### src/rtl/rptr_empty_handler.sv
// Read-domain pointer, empty/almost_empty and occupancy tracking for an async FIFO.
// Build option: define RPTR_UNDERFLOW_STICKY_EN to hold underflow high until rrst.
module rptr_empty_handler #(
    parameter int PTR_WIDTH     = 8,
    parameter int AEMPTY_THRESH = 4
) (
    input  logic                 rclk,
    input  logic                 rrst,
    input  logic                 r_en,
    input  logic [PTR_WIDTH:0]   g_wptr_sync,
    output logic [PTR_WIDTH:0]   b_rptr,
    output logic [PTR_WIDTH:0]   g_rptr,
    output logic [PTR_WIDTH-1:0] raddr,
    output logic                 empty,
    output logic                 almost_empty,
    output logic [PTR_WIDTH:0]   rd_count,
    output logic                 rd_valid,
    output logic                 underflow
);

    localparam int PW = PTR_WIDTH + 1;
    localparam logic [PTR_WIDTH:0] AE_TH = PW'(AEMPTY_THRESH);

    // Handshake: r_en is a request; it transfers only when empty is low in the
    // same cycle (accept). Read data is valid one cycle later, flagged by rd_valid.
    logic               accept;
    logic [PTR_WIDTH:0] b_rptr_next;
    logic [PTR_WIDTH:0] g_rptr_next;
    logic [PTR_WIDTH:0] b_wsync;
    logic [PTR_WIDTH:0] rd_count_next;
    logic               underflow_next;

    always_comb begin
        accept      = r_en & ~empty;
        b_rptr_next = b_rptr + {{PTR_WIDTH{1'b0}}, accept};
        g_rptr_next = (b_rptr_next >> 1) ^ b_rptr_next;

        // Each binary bit is the XOR of all Gray bits at or above it.
        b_wsync = '0;
        for (int i = 0; i < PW; i++) begin
            b_wsync[i] = ^(g_wptr_sync >> i);
        end

        rd_count_next = b_wsync - b_rptr_next;

`ifdef RPTR_UNDERFLOW_STICKY_EN
        underflow_next = underflow | (r_en & empty);
`else
        underflow_next = r_en & empty;
`endif
    end

    always_ff @(posedge rclk) begin
        if (rrst) begin
            b_rptr       <= '0;
            g_rptr       <= '0;
            empty        <= 1'b1;
            almost_empty <= 1'b1;
            rd_count     <= '0;
            rd_valid     <= 1'b0;
            underflow    <= 1'b0;
        end else begin
            b_rptr       <= b_rptr_next;
            g_rptr       <= g_rptr_next;
            empty        <= (g_rptr_next == g_wptr_sync);
            almost_empty <= (rd_count_next <= AE_TH);
            rd_count     <= rd_count_next;
            rd_valid     <= accept;
            underflow    <= underflow_next;
        end
    end

    assign raddr = b_rptr[PTR_WIDTH-1:0];

endmodule
### config.mk
export PLATFORM = sky130hd
export DESIGN_NAME = rptr_empty_handler
export DESIGN_NICKNAME = d
export VERILOG_FILES = /design/src/rtl/rptr_empty_handler.sv
export SDC_FILE = /design/constraint.sdc
export NUM_CORES = 1
export LEC_CHECK = 0
export BUFFER_PORTS_ARGS = -buffer_cell sky130_fd_sc_hd__buf_2
export CAP_MARGIN = 15
export CORE_MARGIN = 2
export CORE_UTILIZATION = 47
export CTS_CLUSTER_DIAMETER = 100
export DETAILED_ROUTE_END_ITERATION = 12
export PLACE_DENSITY = 0.83
export SYNTH_ARGS = -nofsm -noshare
export SYNTH_HDL_FRONTEND = slang
export SYNTH_SLANG_ARGS = --single-unit
### constraint.sdc
create_clock -name rclk -period 3.8 [get_ports rclk]
set_input_delay 0.57 -clock rclk [delete_from_list [all_inputs] [get_ports rclk]]
set_output_delay 0.57 -clock rclk [all_outputs]
set_load 0.05 [all_outputs]
==> summary.txt <==
Worst setup path
  – Cell family with most CP delay: XOR/XNOR gates
  – Crit Path Class: input port to flip-flop
  – Flop2flop setup slack: 0.68 ns
  – Req. time, crit path: 3.98 ns
  – Slowest cell on crit path: xor3_2
  – Max incr delay on CP: 0.49 ns
  – Worst-path cell chain: buf_2 -> xor3_2 -> xnor2_4 -> inv_4 -> xnor2_2 -> xor2_1 -> xnor2_1 -> ha_1 -> nor2b_1 -> o21ai_0 -> buf_4 -> a2111oi_2 -> o31ai_1 -> a21oi_2 -> xnor2_1 -> o41ai_2
  – Crit-path most repeated cell: xnor2_1
  – Crit path max fanout: 4
  – Critical Path AT: 3.70 ns
  – Element type at the critical path start: input port
  – Worst setup EP type: flip-flop
  – Buf+Inv Stages, Crit Path: 3

Drt
  – Drc violations: 0
  – Avg WL per Cell: 12.3 µm
  – DR vias: 1514
  – Initial DRC Count: 71
  – WL final: 3.67 mm
  – Vias per cell: 5.06
  – Routed Antenna Nets: 0
  – DR pass1 iterations: 4

Power and ir drop
  – Leak Pwr: 1.04 nW
  – Clock power frac: 0.216
  – Net Switching: 0.000427 W
  – Power Total: 0.00107 W
  – Power per Cell Area: 479 nW/µm²
  – Peak supply drop: 0.155 mV
  – Logic pwr share: 0.452
  – Net Sw Frac: 0.397
  – Seq pwr share: 0.331
  – Internal power: 0.000648 W

Clock tree
  – Clk slew on worst S/H paths: 0.05 ns
  – Root Driver: clkbuf_8
  – Clock tree buffer depth: 2
  – TritonCTS clock tree: done
  – Clock Sink Count: 30
  – Post-CTS Setup Bufs: 0
  – CTS Buf Count: 5
  – H-tree depth: 2
  – # hold bufs at CTS: 0
  – Clk Latency, worst-skew pair: 0.28 ns
  – Cts repair resizes: 0

Global routing
  – GR Layer Usage met3: 0.0300
  – GRT Resource Usage Total: 0.174
  – Total congestion overflow: 0
  – Vias in the first global route: 1313
  – Largest net degree at the start of global routing: 30
  – Antenna violations before repair: 0
  – Met2 Track Usage GR: 0.269
  – First-pass GRT wire length: 5.83 mm
  – GRT met1 Usage: 0.229
  – Global routing's busiest layer: met2

Synth
  – FFs w/ async S/R, synth: 0
  – Synth warn: 0
  – Sequential fraction of the synthesis area: 0.320
  – Post-synth cell types: 48
  – Cells after Synth: 199
  – Average size of a mapped cell: 9.43 µm²
  – Seq cells post-synth: 30
  – Xor/xnor share of the synthesized area: 0.261
  – Adder-cell share of the synthesized area: 0.0640
  – Post-synth top flop: dfxtp_1
  – Post-synth EDFFs: 0
  – Compound-Gate Fraction of Synth Area: 0.119
  – Post-synthesis mux area share: 0.0107
  – Syn Nets: 220
  – Simple-gate portion of the synthesized area: 0.160
  – Post-Syn Area: 1880 µm²
  – Main combinational cell family by area after synthesis: XOR/XNOR gates

Placement
  – PortBufs: 50
  – Hpwl dp: 2.89 mm
  – GPL Wtd Cong: 0.860

Timing
  – Fin. max-slew vios: 0
  – Worst Max-Slew Pin Slew: 0.503 ns
  – Rel. slew slack: 0.664
  – RSZ-0062 raised after global routing: false
  – Final hold vios: 0
  – Final setup fails: 0
  – Final period util: 0.927
  – Final min period: 3.52 ns
  – Clock skew: 0.00573 ns
  – Max Clock Freq: 0.284 GHz

Layout
  – Layout area overhead: 19.5%
  – Fin util: 0.599
  – # fillers: 341
  – Fin nets: 272
  – # diodes: 0
  – Share of layout cells above drive strength 1: 0.323

Worst hold path
  – Worst Hold Class: flip-flop to flip-flop

Floorplanning
  – I/O pin count: 51
  – Full die area: 4510 µm²
  – Die W: 67.2 µm
  – Starting Density: 0.501
  – Die Y: 67.2 µm
  – Cell row count: 22
  – Core footprint: 3740 µm²

Run status
  – Status: completed

Run
  – Max cap viols: 0
[worst reg2reg max path, cell delays in order, from the launching register on]
cell and delay, ns:
dfxtp_1 0.32, nor2b_1 0.14, ha_1 0.23, ha_1 0.24, xor2_1 0.30, inv_2 0.14
ha_1 0.30, o21ai_0 0.07, buf_4 0.15, a2111oi_2 0.40, o31ai_1 0.13, a21oi_2 0.15
xnor2_1 0.11, o41ai_2 0.34
[Yosys cell counts, types with 3 or more instances]
library cell	n	area, µm²
nand2_1	9	33.8
xnor2_1	26	228
xor2_1	12	105
inv_1	7	26.3
ha_1	8	100
o21ai_0	4	20.0
a21oi_1	5	25.0
nor2b_1	3	18.8
dfxtp_1	30	601
nor2_1	29	109
nand4_1	3	18.8
nand3_1	5	25.0
buf_4	9	67.6
nor3_1	4	20.0
[final cells by class]
type | instances | area [µm²] | area share
multi-input combinational | 146 | 1150 | 0.514
clock inverter | 2 | 10.0 | 0.00446
inverter | 10 | 40.0 | 0.0178
sequential | 30 | 601 | 0.268
tap | 48 | 60.1 | 0.0268
timing repair buffer | 58 | 310 | 0.138
clock buffer | 5 | 68.8 | 0.0307
[metrics by stage]
step | setup slack, ns | hold slack, ns | std cells | setup TNS, ns | instance area [µm²]
finish | 0.277 | 0.458 | 299 | 0 | 2240
global route | 0.0952 | 0.490 | 299 | 0 | 2240
CTS | 0.261 | 0.457 | 299 | 0 | 2240
detailed placement | -0.0293 | 0.449 | 292 | -0.0293 | 2160
global placement | 0.103 | 0.459 | 292 | 0 | 2160
floorplan | 0.0604 | 0.723 | 199 | 0 | 1880
[per-layer routing]
layer	share of wire	vias to the layer above	routed length, µm
met2	0.46	53	1670
met1	0.45	687	1670
met3	0.068	7	251
li1	-	767	-
met4	0.021	0	78
met5	0	-	0
[final timing paths]
path | end | cells past startpoint | from
hold / removal | rd_valid | 1 | empty
setup reg to reg | almost_empty | 13 | empty
setup / recovery | almost_empty | 16 | g_wptr_sync[8]
hold reg to reg | rd_valid | 1 | empty
[cell families after synthesis]
group	after synthesis
multiplexers	2
adder cells (fa/ha/maj)	9
XOR/XNOR	45
flip-flops	30
buffers and inverters	23
AND/OR/NAND/NOR	64
AO/OA/AOI/OAI	26
[power groups by stage]
stage	combinational [W]	clock (W)	sequential (W)
floorplan	0.000259	0	0.000487
global placement	0.000480	0	0.000363
detailed placement	0.000485	0	0.000364
CTS	0.000488	0.000240	0.000357
global route	0.000524	0.000252	0.000359
finish	0.000486	0.000232	0.000356
[state kept, by name, summed over array words and instances, names as in the netlist]
name / cells
almost_empty: 1
b_rptr: 9
empty: 1
g_rptr: 8
rd_count: 9
rd_valid: 1
underflow: 1
[layout by cell type, fill, tap and decap left out, types with 4 or more instances in the layout]
cell | netlist | routed
buf_2 | 0 | 50
dfxtp_1 | 30 | 30
nor2_1 | 29 | 29
xnor2_1 | 26 | 26
xor2_1 | 12 | 12
nand2_1 | 9 | 9
ha_1 | 8 | 8
buf_4 | 9 | 8
inv_1 | 7 | 7
nand3_1 | 5 | 5
a21oi_1 | 5 | 5
clkbuf_8 | 0 | 5
o21ai_0 | 4 | 4
nor3_1 | 4 | 4
Power figures use the tool's default switching activity.
